File: config.mk
export PLATFORM = sky130hd
export DESIGN_NAME = miriscv_lsu
export DESIGN_NICKNAME = d
export VERILOG_FILES = /design/src/rtl/miriscv_lsu.sv
export SDC_FILE = /design/constraint.sdc
export NUM_CORES = 1
export LEC_CHECK = 0
export CORE_ASPECT_RATIO = 0.75
export CORE_UTILIZATION = 25
export DETAILED_ROUTE_END_ITERATION = 10
export GPL_TIMING_DRIVEN = 1
export PLACE_DENSITY_LB_ADDON = 0.2
export SYNTH_ARGS = -nofsm -noshare
export SYNTH_HDL_FRONTEND = slang
export SYNTH_SLANG_ARGS = --single-unit
File: constraint.sdc
create_clock -name clk_i -period 9.3 [get_ports clk_i]
set_clock_uncertainty 0.2 [all_clocks]
set_input_delay 1.86 -clock clk_i [delete_from_list [all_inputs] [get_ports clk_i]]
set_output_delay 1.86 -clock clk_i [all_outputs]
set_load 0.03 [all_outputs]
File: src/rtl/miriscv_lsu.sv
// miriscv_lsu -- load/store unit between the core pipeline and a 32-bit
// request/grant/response data memory port.
//
// Ports
//   clk_i, rst_i          clock, asynchronous active-high reset
//   lsu_req_i             core requests a load/store (held while stalled)
//   lsu_we_i              1 = store, 0 = load
//   lsu_size_i[2:0]       funct3: 0 B, 1 H, 2 W, 4 BU, 5 HU (others illegal)
//   lsu_addr_i[31:0]      byte address
//   lsu_data_i[31:0]      right-aligned store data
//   lsu_data_o[31:0]      formatted load result (0 for stores/illegal)
//   lsu_stall_req_o       pipeline freeze request
//   lsu_misalign_o        misaligned-access flag, one cycle in DONE
//   lsu_state_o[1:0]      debug view of the FSM (0 IDLE, 1 WAIT_GNT,
//                         2 WAIT_RVALID, 3 DONE)
//   data_req_o/we_o/be_o/addr_o/wdata_o   memory request channel
//   data_gnt_i            memory accepted the request
//   data_rvalid_i, data_rdata_i[31:0]     memory response
//
// Configuration
//   MIRISCV_LSU_MISALIGN_EXC_EN  when defined, misaligned half/word accesses
//   are not issued and raise lsu_misalign_o; when undefined the offending low
//   address bits are ignored and the access is issued.
//
// Handshake: data_req_o and its attributes stay stable from the first request
// cycle until the cycle data_gnt_i is seen high (request accepted on that
// edge). Exactly one data_rvalid_i is then expected; it is only honoured in
// WAIT_RVALID and ignored in every other state.
module miriscv_lsu (
    input  logic        clk_i,
    input  logic        rst_i,
    input  logic        lsu_req_i,
    input  logic        lsu_we_i,
    input  logic [2:0]  lsu_size_i,
    input  logic [31:0] lsu_addr_i,
    input  logic [31:0] lsu_data_i,
    output logic [31:0] lsu_data_o,
    output logic        lsu_stall_req_o,
    output logic        lsu_misalign_o,
    output logic [1:0]  lsu_state_o,
    output logic        data_req_o,
    output logic        data_we_o,
    output logic [3:0]  data_be_o,
    output logic [31:0] data_addr_o,
    output logic [31:0] data_wdata_o,
    input  logic        data_gnt_i,
    input  logic        data_rvalid_i,
    input  logic [31:0] data_rdata_i
);

    typedef enum logic [1:0] {
        IDLE        = 2'd0,
        WAIT_GNT    = 2'd1,
        WAIT_RVALID = 2'd2,
        DONE        = 2'd3
    } state_t;

    state_t      state;
    logic        we_q;
    logic [2:0]  size_q;
    logic [1:0]  off_q;
    logic [3:0]  be_q;
    logic [31:0] addr_q;
    logic [31:0] wdata_q;
    logic [31:0] result_q;
    logic        misalign_q;
    logic        abort_q;

    // Request decode from the live core inputs (used in IDLE).
    logic        size_legal;
    logic        misaligned;
    logic        issue_ok;
    logic [3:0]  be_d;
    logic [31:0] wdata_d;
    logic [31:0] word_addr_d;

    assign size_legal  = (lsu_size_i == 3'd0) || (lsu_size_i == 3'd1) ||
                         (lsu_size_i == 3'd2) || (lsu_size_i == 3'd4) ||
                         (lsu_size_i == 3'd5);
    assign word_addr_d = {lsu_addr_i[31:2], 2'b00};

`ifdef MIRISCV_LSU_MISALIGN_EXC_EN
    assign misaligned = ((lsu_size_i[1:0] == 2'b01) && lsu_addr_i[0]) ||
                        ((lsu_size_i[1:0] == 2'b10) && (lsu_addr_i[1:0] != 2'b00));
`else
    assign misaligned = 1'b0;
`endif

    assign issue_ok = size_legal && !misaligned;

    always_comb begin
        be_d    = 4'b1111;
        wdata_d = lsu_data_i;
        case (lsu_size_i[1:0])
            2'b00: begin
                be_d    = 4'b0001 << lsu_addr_i[1:0];
                wdata_d = {4{lsu_data_i[7:0]}};
            end
            2'b01: begin
                // Half accesses only look at addr[1]; addr[0] is ignored.
                be_d    = 4'b0011 << {lsu_addr_i[1], 1'b0};
                wdata_d = {2{lsu_data_i[15:0]}};
            end
            default: begin
                be_d    = 4'b1111;
                wdata_d = lsu_data_i;
            end
        endcase
    end

    // Load formatting from the registered size/offset of the transaction.
    logic [4:0]  shamt;
    logic [31:0] shifted;
    logic [31:0] load_data;

    always_comb begin
        case (size_q[1:0])
            2'b00:   shamt = {off_q, 3'b000};
            2'b01:   shamt = {off_q[1], 4'b0000};
            default: shamt = 5'd0;
        endcase
        shifted = data_rdata_i >> shamt;
        case (size_q)
            3'd0:    load_data = {{24{shifted[7]}}, shifted[7:0]};
            3'd1:    load_data = {{16{shifted[15]}}, shifted[15:0]};
            3'd4:    load_data = {24'd0, shifted[7:0]};
            3'd5:    load_data = {16'd0, shifted[15:0]};
            default: load_data = shifted;
        endcase
    end

    always_ff @(posedge clk_i or posedge rst_i) begin
        if (rst_i) begin
            state      <= IDLE;
            we_q       <= 1'b0;
            size_q     <= 3'd0;
            off_q      <= 2'd0;
            be_q       <= 4'd0;
            addr_q     <= 32'd0;
            wdata_q    <= 32'd0;
            result_q   <= 32'd0;
            misalign_q <= 1'b0;
            abort_q    <= 1'b0;
        end else begin
            case (state)
                IDLE: begin
                    if (lsu_req_i) begin
                        we_q    <= lsu_we_i;
                        size_q  <= lsu_size_i;
                        off_q   <= lsu_addr_i[1:0];
                        be_q    <= be_d;
                        addr_q  <= word_addr_d;
                        wdata_q <= wdata_d;
                        abort_q <= 1'b0;
                        if (!issue_ok) begin
                            // Rejected access: finish without touching memory.
                            result_q   <= 32'd0;
                            misalign_q <= size_legal && misaligned;
                            state      <= DONE;
                        end else if (data_gnt_i) begin
                            state <= WAIT_RVALID;
                        end else begin
                            state <= WAIT_GNT;
                        end
                    end
                end
                WAIT_GNT: begin
                    abort_q <= abort_q || !lsu_req_i;
                    if (data_gnt_i) state <= WAIT_RVALID;
                end
                WAIT_RVALID: begin
                    if (data_rvalid_i) begin
                        // A core that withdrew its request gets no DONE cycle;
                        // the memory response is consumed and dropped.
                        if (abort_q || !lsu_req_i) begin
                            state <= IDLE;
                        end else begin
                            result_q <= we_q ? 32'd0 : load_data;
                            state    <= DONE;
                        end
                    end else begin
                        abort_q <= abort_q || !lsu_req_i;
                    end
                end
                DONE: begin
                    misalign_q <= 1'b0;
                    state      <= IDLE;
                end
                default: state <= IDLE;
            endcase
        end
    end

    // IDLE drives the request straight from the core so a zero-wait grant
    // costs no extra cycle; afterwards the registered copies are held.
    always_comb begin
        data_req_o   = 1'b0;
        data_we_o    = we_q;
        data_be_o    = be_q;
        data_addr_o  = addr_q;
        data_wdata_o = wdata_q;
        if (state == IDLE) begin
            data_req_o   = !rst_i && lsu_req_i && issue_ok;
            data_we_o    = lsu_we_i;
            data_be_o    = be_d;
            data_addr_o  = word_addr_d;
            data_wdata_o = wdata_d;
        end else if (state == WAIT_GNT) begin
            data_req_o = !rst_i;
        end
    end

    always_comb begin
        case (state)
            IDLE:        lsu_stall_req_o = lsu_req_i;
            WAIT_GNT:    lsu_stall_req_o = 1'b1;
            WAIT_RVALID: lsu_stall_req_o = 1'b1;
            default:     lsu_stall_req_o = 1'b0;
        endcase
    end

    assign lsu_data_o     = result_q;
    assign lsu_misalign_o = misalign_q;
    assign lsu_state_o    = state;

endmodule
Word level (Yosys, flattened, before mapping). Cells that the tools add are included.

Register bits: 108. Output and inout bits: 106.

Equality and inequality tests: 18. Shifts and indexed selects: 3. Multiplexer cells: 30. Reduce and logical (&&, ||, !) cells: 23.

Operators by type and width (count): 32-bit two-way mux (7); 32-bit case mux with 2 select lines (2); 32-bit case mux with 4 select lines (1); 32-bit by 5-bit >> shifter with 32-bit output (1); 3-bit == test, second input constant (4); 2-bit two-way mux (6); 2-bit != test, second input constant (6); 5-bit case mux with 2 select lines (1); 3-bit AND reduction (3); 2-bit case mux with 4 select lines (1); 4-bit case mux with 2 select lines (1); 1-bit two-way mux (7); 2-bit by 1-bit == test with 1-bit output, second input constant (3); 3-bit by 1-bit == test with 1-bit output, second input constant (2); 2-bit zero test (3); 3-bit zero test (2); 1-bit logical OR (5); 5-bit AND reduction (1); 2-bit == test, second input constant (2); 4-bit two-way mux (1); 1-bit case mux with 2 select lines (2); 2-bit nonzero test (2); 1-bit by 2-bit left shift with 4-bit output, first input constant (1); 2-bit by 2-bit left shift with 4-bit output, first input constant (1); other kinds (7) (9).

Longest topological paths before layout. Gate-level depths: netlist (run 1).

Depth after elaboration: 8. Gate-level depth with buffers: 8. Depth with buffers taken out: 6.

Worst setup path after synthesis (run 1). No wires, ideal clock.

Kind: input-to-output. Start point: input lsu_size_i[1]. End point: output data_wdata_o[16]. Data arrival time: 3.117 ns. Data required time: 7.240 ns. Slack: 4.123 ns. Stages: 4. Buffers on the path: 2. Cell sequence: clkbuf_1 > clkbuf_1 > mux2i_1 > a21oi_1.

Longest elaborated chain between the ends: 3.

RTL lines: from (decl) (RTL line 34) `input logic [2:0] lsu_size_i,`; 2-bit by 1-bit == test with 1-bit output or 2-bit zero test (tied branches) (RTL line 94) `case (lsu_size_i[1:0])`; 32-bit case mux with 2 select lines * (RTL line 94); 32-bit two-way mux * (RTL line 202) `if (state == IDLE) begin`; to (decl) (RTL line 45) `output logic [31:0] data_wdata_o,`.

Mark *: on every way between the ends. The rest lies on a longest branch, timed or not.

Worst setup path in the final report (run 1).
Start point: input lsu_size_i[0]. End point: output data_wdata_o[14].

Same word-level chain as after synthesis.

==> metrics.md, run 1 <==
| Metric | Value |
|---|---|
| Cts bufs inserted | 9 |
| Synth area leaders | dfrtp_1 44%, mux2_2 15%, mux2i_1 6.8% |
| Clock slew at reported path FFs | 0.08 ns |
| Mean area per synthesized cell | 10.9 sq um |
| Top layer used by detailed routing | met4 |
| Clk sink count | 107 |
| CTS tree | yes |
| Minimum clock period | 7.01 ns |
| FF-to-FF End | wdata_q[28] |
| Initial Util | 0.258 |
| Sequential area share after synthesis | 0.445 |
| Yosys reg bits | 107 |
| Worst Reg-to-Reg Cells | 5 |
| Crit path DAT | 4.95 ns |
| Run status | completed |
| Power Dens Cells | 388 nW/um^2 |
| WL final | 18400 um |
| Chip width | 181 um |
| Worst hold path stage count | 2 |
| Core outline area | 23300 sq um |
| Fin crit share | 0.754 |
| Vias per std cell | 4.75 |
| Clk Latency, worst-skew pair | 0.36 ns |
| Share of post-route cells with drive strength above 1 | 0.163 |
| Yosys top cell by area | dfrtp_1 |
| Dpl hpwl | 12900 um |
| Area added between synthesis and finish | 43.6% |
| Slew @ Worst Pin | 1.12 ns |
| P_sw | 0.00152 W |
| Overall power | 0.00335 W |
| Initial antenna violation count | 0 |
| Post-CTS setup buffers | 0 |
| Deepest clock path buffer count | 2 |
| CP Capture Type | output port |
| Fin util | 0.371 |
| Post-Syn Area | 6020 sq um |
| Die footprint | 24700 sq um |
| Largest net degree at the start of global routing | 94 |
| Critical setup path kind | in2out |
| Sw frac | 0.453 |
| Crit-path max FO | 13 |
| Core Rows | 48 |
| WL met1 | 8810 um |
| First-pass GRT wire length | 28800 um |
| Most frequent cells in the layout | 207 x clkdlybuf4s50_1, 107 x dfrtp_1, 81 x mux2_2 |
| Internal Dissipation | 0.00183 W |
| DIE HEIGHT | 136 um |
| Final Hold Viols | 0 |
| Final ANT Viol Nets | 0 |
| N_diodes | 0 |
| Req. time, crit path | 7.24 ns |
| Synth Flop Type | dfrtp_1 |
| Vias in the first global route | 5136 |
| Hold-fix buffers, CTS | 0 |
| Total Routing Usage GR | 0.149 |
| Min-Delay Startpoint | wdata_q[17] |
| Power share of the clock group | 0.123 |
| Clk root buf | clkbuf_16 |
| Max_cap viols | 0 |
| Setup TNS | 0 ns |
| Final setup viols | 0 |
| Gp weighted congestion | 0.749 |
| Fin Hold WS | 0.286 ns |
| Cells after synthesis | 555 |
| Peak supply drop | 0.194 mV |
| Comb pwr share | 0.626 |
| Worst rel slew slack | 0.250 |
| EDFF count, synth | 0 |
| F_max | 143 MHz |
| Met2 WL | 8130 um |
| Placed cell area | 8340 sq um |
| CTS-repair resized insts | 0 |
| Io pins | 211 |
| Worst hold endpoint | wdata_q[17] |
| Vias | 4949 |
| Sequential power share | 0.251 |
| Routed WL per cell | 17.7 um |
| WL met3 | 1320 um |
| Global route overflow | 0 |
| Slew Limit Fails | 0 |
| CP startpoint kind | primary input |
| Hold Crit Class | reg2reg |
| DRC Markers | 0 |
| R2R Setup Slk | 5.88 ns |
| H-tree depth | 3 |
| Drt initial violations | 237 |
| Launch point of the worst reg-to-reg path | lsu_state_o[0] |
| Netlist cell types | 41 |
| Synth async-reset ratio | 1.00 |
| Leakage | 3.55 nW |
| PortBufs | 207 |
| Commonest non-fill, non-tap cell in the layout | clkdlybuf4s50_1 |
| Post-route cell area | 8650 sq um |
| Yosys warns | 0 |
| Top cell type's share of synthesized area | 0.445 |
| # nets final | 845 |
| RSZ-0062 raised after global routing | false |
| Pre-Repair DR Iteration Count | 4 |
[area by class of cell]
type                            instances  area [sq um]
Sequential cell                       107          2680
Tap cell                              300           375
Clock inverter                          7          85.1
Timing Repair Buffer                  212          2110
Multi-Input combinational cell        400          3150
Fill cell                            2314         14700
Clock buffer                            9           225
Inverter                                6          25.0
[critical path, stage by stage]
cell and delay (ns):
clkdlybuf4s50_1 0.84, nor2_1 1.06, mux2i_1 0.22, a21oi_1 0.20, clkdlybuf4s50_1 0.75
[sequential cells by signal (all words and copies together) (netlist names)]
name,cells
abort_q,1
addr_q,30
be_q,4
lsu_data_o,32
lsu_state_o,2
off_q,2
size_q,3
wdata_q,32
we_q,1
[how the worst max path moves through the flow]
stage,slack (ns),startpoint,endpoint
after floorplan,4.12,lsu_size_i[1],data_wdata_o[16]
after global placement,2.24,lsu_size_i[0],data_wdata_o[14]
after detailed placement,2.25,lsu_size_i[0],data_wdata_o[14]
after CTS,2.23,lsu_size_i[0],data_wdata_o[14]
after global routing,2.05,lsu_size_i[0],data_wdata_o[14]
final,2.29,lsu_size_i[0],data_wdata_o[14]
[power groups by stage]
stage                     Clock, W  Combinational [W]  Sequential (W)
after floorplan                  0            0.00123        0.000928
after global placement           0            0.00209        0.000840
after detailed placement         0            0.00211        0.000850
after CTS                 0.000428            0.00212        0.000843
after global routing      0.000444            0.00224        0.000876
final                     0.000411            0.00210        0.000843
[cells by family after synthesis]
family                     Yosys count  share of synthesized area
buffers and inverters               50                     0.0370
and+or+nand+nor                    139                      0.113
muxes                              142                      0.259
other                                1                   0.000623
DFF                                107                      0.445
AOI/OAI and AO/OA                  112                      0.138
adders and majority gates            4                    0.00831
[cell usage after synthesis, drive strengths merged (2+ instances only)]
cell type,n
a22o,8
a32o,8
nand2b,7
nor2,24
nand3,10
nand2,59
mux2i,41
nor2b,16
a21oi,29
o21ai,41
ha,4
buf,23
o311ai,17
clkbuf,21
inv,6
mux2,100
dfrtp,107
a221o,2
nand3b,18
[metrics by stage]
stage	instances	worst slack (ns)
2_1_floorplan	557	4.12
3_3_place_gp	1025	2.24
3_5_place_dp	1025	2.25
4_1_cts	1041	2.23
5_1_grt	1041	2.05
6_report	1041	2.29
[layer usage]
layer	GRT usage	up-vias
met4	0.0297	0
met5	0	-
li1	-	2356
met3	0.0501	11
met1	0.202	2429
met2	0.230	153
(Power assumes the default switching activity.)
==> run 2: changes to the inputs <==
==> constraint.sdc (replaced) <==
create_clock -name clk_i -period 6.19 [get_ports clk_i]
set_clock_uncertainty 0.2 [all_clocks]
set_input_delay 1.238 -clock clk_i [delete_from_list [all_inputs] [get_ports clk_i]]
set_output_delay 1.238 -clock clk_i [all_outputs]
set_load 0.03 [all_outputs]
==> metrics.md, run 2 (synthesis results as in run 1) <==
| Metric | Value |
|---|---|
| Run status | completed |
| Cells after DPL | 1029 |
| Power Dens Cells | 579 nW/um^2 |
| Clk root buf | clkbuf_16 |
| Crit path max-delay cell type | clkdlybuf4s50_1 |
| Commonest non-fill, non-tap cell in the layout | clkdlybuf4s50_1 |
| Routed WL per cell | 17.4 um |
| Min-Delay Startpoint | wdata_q[19] |
| Internal Dissipation | 0.00275 W |
| Pre-Repair DR Iteration Count | 5 |
| # nets final | 849 |
| Overall power | 0.00502 W |
| Clock slew at reported path FFs | 0.07 ns |
| WL final | 18200 um |
| Fin crit share | 0.766 |
| Initial antenna violation count | 0 |
| Area added between synthesis and finish | 44.0% |
| N_diodes | 0 |
| H-tree depth | 3 |
| Largest net degree at the start of global routing | 94 |
| Placed cell area | 8390 sq um |
| Critical setup path kind | in2out |
| Final ANT Viol Nets | 0 |
| Die footprint | 24700 sq um |
| Clk Latency, worst-skew pair | 0.35 ns |
| Gp weighted congestion | 0.758 |
| Slew @ Worst Pin | 1.19 ns |
| Crit path DAT | 3.30 ns |
| Worst rel slew slack | 0.203 |
| Max_cap viols | 0 |
| Setup TNS | 0 ns |
| WL met1 | 8340 um |
| Top layer used by detailed routing | met4 |
| WL met3 | 1410 um |
| Launch point of the worst reg-to-reg path | lsu_state_o[0] |
| Final setup viols | 0 |
| Fill cell count | 2301 |
| Post-route cell area | 8670 sq um |
| Leakage | 3.59 nW |
| R2R Setup Slk | 3.16 ns |
| F_max | 211 MHz |
| FF-to-FF End | lsu_data_o[28] |
| RSZ-0062 raised after global routing | false |
| Hold Crit Class | reg2reg |
| DRC Markers | 0 |
| Critical path's largest stage delay | 0.60 ns |
| Worst hold path stage count | 2 |
| Deepest clock path buffer count | 2 |
| Core Rows | 48 |
| Vias in the first global route | 5205 |
| Chip width | 181 um |
| Core outline area | 23300 sq um |
| PortBufs | 207 |
| Comb pwr share | 0.638 |
| Share of post-route cells with drive strength above 1 | 0.176 |
| Crit-path max FO | 11 |
| First-pass GRT wire length | 29100 um |
| Met2 WL | 8340 um |
| Peak supply drop | 0.284 mV |
| Most frequent cells in the layout | 201 x clkdlybuf4s50_1, 107 x dfrtp_1, 81 x mux2_2 |
| Pre-CTS setup slack | 1.42 ns |
| Power share of the clock group | 0.113 |
| Cts bufs inserted | 9 |
| Minimum clock period | 4.74 ns |
| Hold-fix buffers, CTS | 0 |
| P_sw | 0.00227 W |
| Drt initial violations | 177 |
| DIE HEIGHT | 136 um |
| CTS tree | yes |
| Post-CTS setup buffers | 0 |
| Vias | 5004 |
| Total Routing Usage GR | 0.149 |
| Sw frac | 0.452 |
| CTS-repair resized insts | 0 |
| Worst Reg-to-Reg Cells | 6 |
| Sequential power share | 0.249 |
| Crit-path cells | clkdlybuf4s50_1 > buf_4 > mux2i_1 > o21ai_0 > mux2_2 > clkdlybuf4s50_1 |
| Worst hold endpoint | wdata_q[19] |
| Io pins | 211 |
| Req. time, crit path | 4.75 ns |
| Setup ws final | 1.45 ns |
| Final Hold Viols | 0 |
| CP startpoint kind | primary input |
| Global route overflow | 0 |
| Clk sink count | 107 |
| Final cell count without fillers | 1045 |
| Most frequent CP cell | clkdlybuf4s50_1 |
| CP Capture Type | output port |
| Dpl hpwl | 13100 um |
| Slew Limit Fails | 0 |
| Initial Util | 0.258 |
| Vias per std cell | 4.79 |
run 2: changes by cell type in the layout (fill, tap and decap cells not counted):
| cell | change |
|---|---|
| buf_4 | +7 |
| clkdlybuf4s50_1 | -6 |
| buf_12 | +3 |
| inv_6 | +3 |
| clkinv_2 | +2 |
| clkinvlp_4 | -2 |
| inv_8 | -2 |
| bufinv_16 | -1 |
| clkbuf_8 | +1 |
| clkinv_4 | -1 |
run 2: layer usage:
layer | GRT usage | vias to the layer above
li1 | - | 2374
met1 | 0.200 | 2458
met2 | 0.234 | 162
met3 | 0.0498 | 10
met4 | 0.0282 | 0
met5 | 0 | -
run 2: worst max-delay path, delay by kind of cell:
kind	cells	cell delay [ns]
buffers and inverters	3	1.41
muxes	2	0.52
AOI/OAI and AO/OA	1	0.12
run 2: metrics by stage:
step                       util  hold slack [ns]
after floorplan               -            0.251
after global placement    0.360            0.263
after detailed placement  0.360            0.272
after CTS                 0.372            0.290
after global routing      0.372            0.311
final                     0.372            0.283
run 2: worst max path at each step:
stage | startpoint | endpoint | slack [ns] | cells after the start
finish | lsu_size_i[0] | data_wdata_o[26] | 1.45 | 6
CTS | lsu_size_i[0] | data_wdata_o[26] | 1.41 | 6
global placement | lsu_size_i[0] | data_wdata_o[30] | 1.45 | 6
floorplan | rst_i | abort_q | 1.93 | 1
detailed placement | lsu_size_i[0] | data_wdata_o[26] | 1.42 | 6
global route | lsu_size_i[0] | data_wdata_o[28] | 1.32 | 6
run 2: power groups by stage:
stage / Combinational (W) / Clock [W] / Sequential, W
CTS: 0.00325 / 0.000596 / 0.00125
global route: 0.00342 / 0.000617 / 0.00130
detailed placement: 0.00323 / 0 / 0.00127
finish: 0.00320 / 0.000566 / 0.00125
global placement: 0.00321 / 0 / 0.00125
floorplan: 0.00186 / 0 / 0.00139
run 2: final cells by class:
cell class / count / area, sq um / share of cell area
Clock buffer: 10 / 239 / 0.0275
Clock inverter: 6 / 45.0 / 0.00519
Inverter: 6 / 25.0 / 0.00288
Multi-Input combinational cell: 400 / 3150 / 0.363
Sequential cell: 107 / 2680 / 0.309
Tap cell: 300 / 375 / 0.0433
Timing Repair Buffer: 216 / 2160 / 0.249
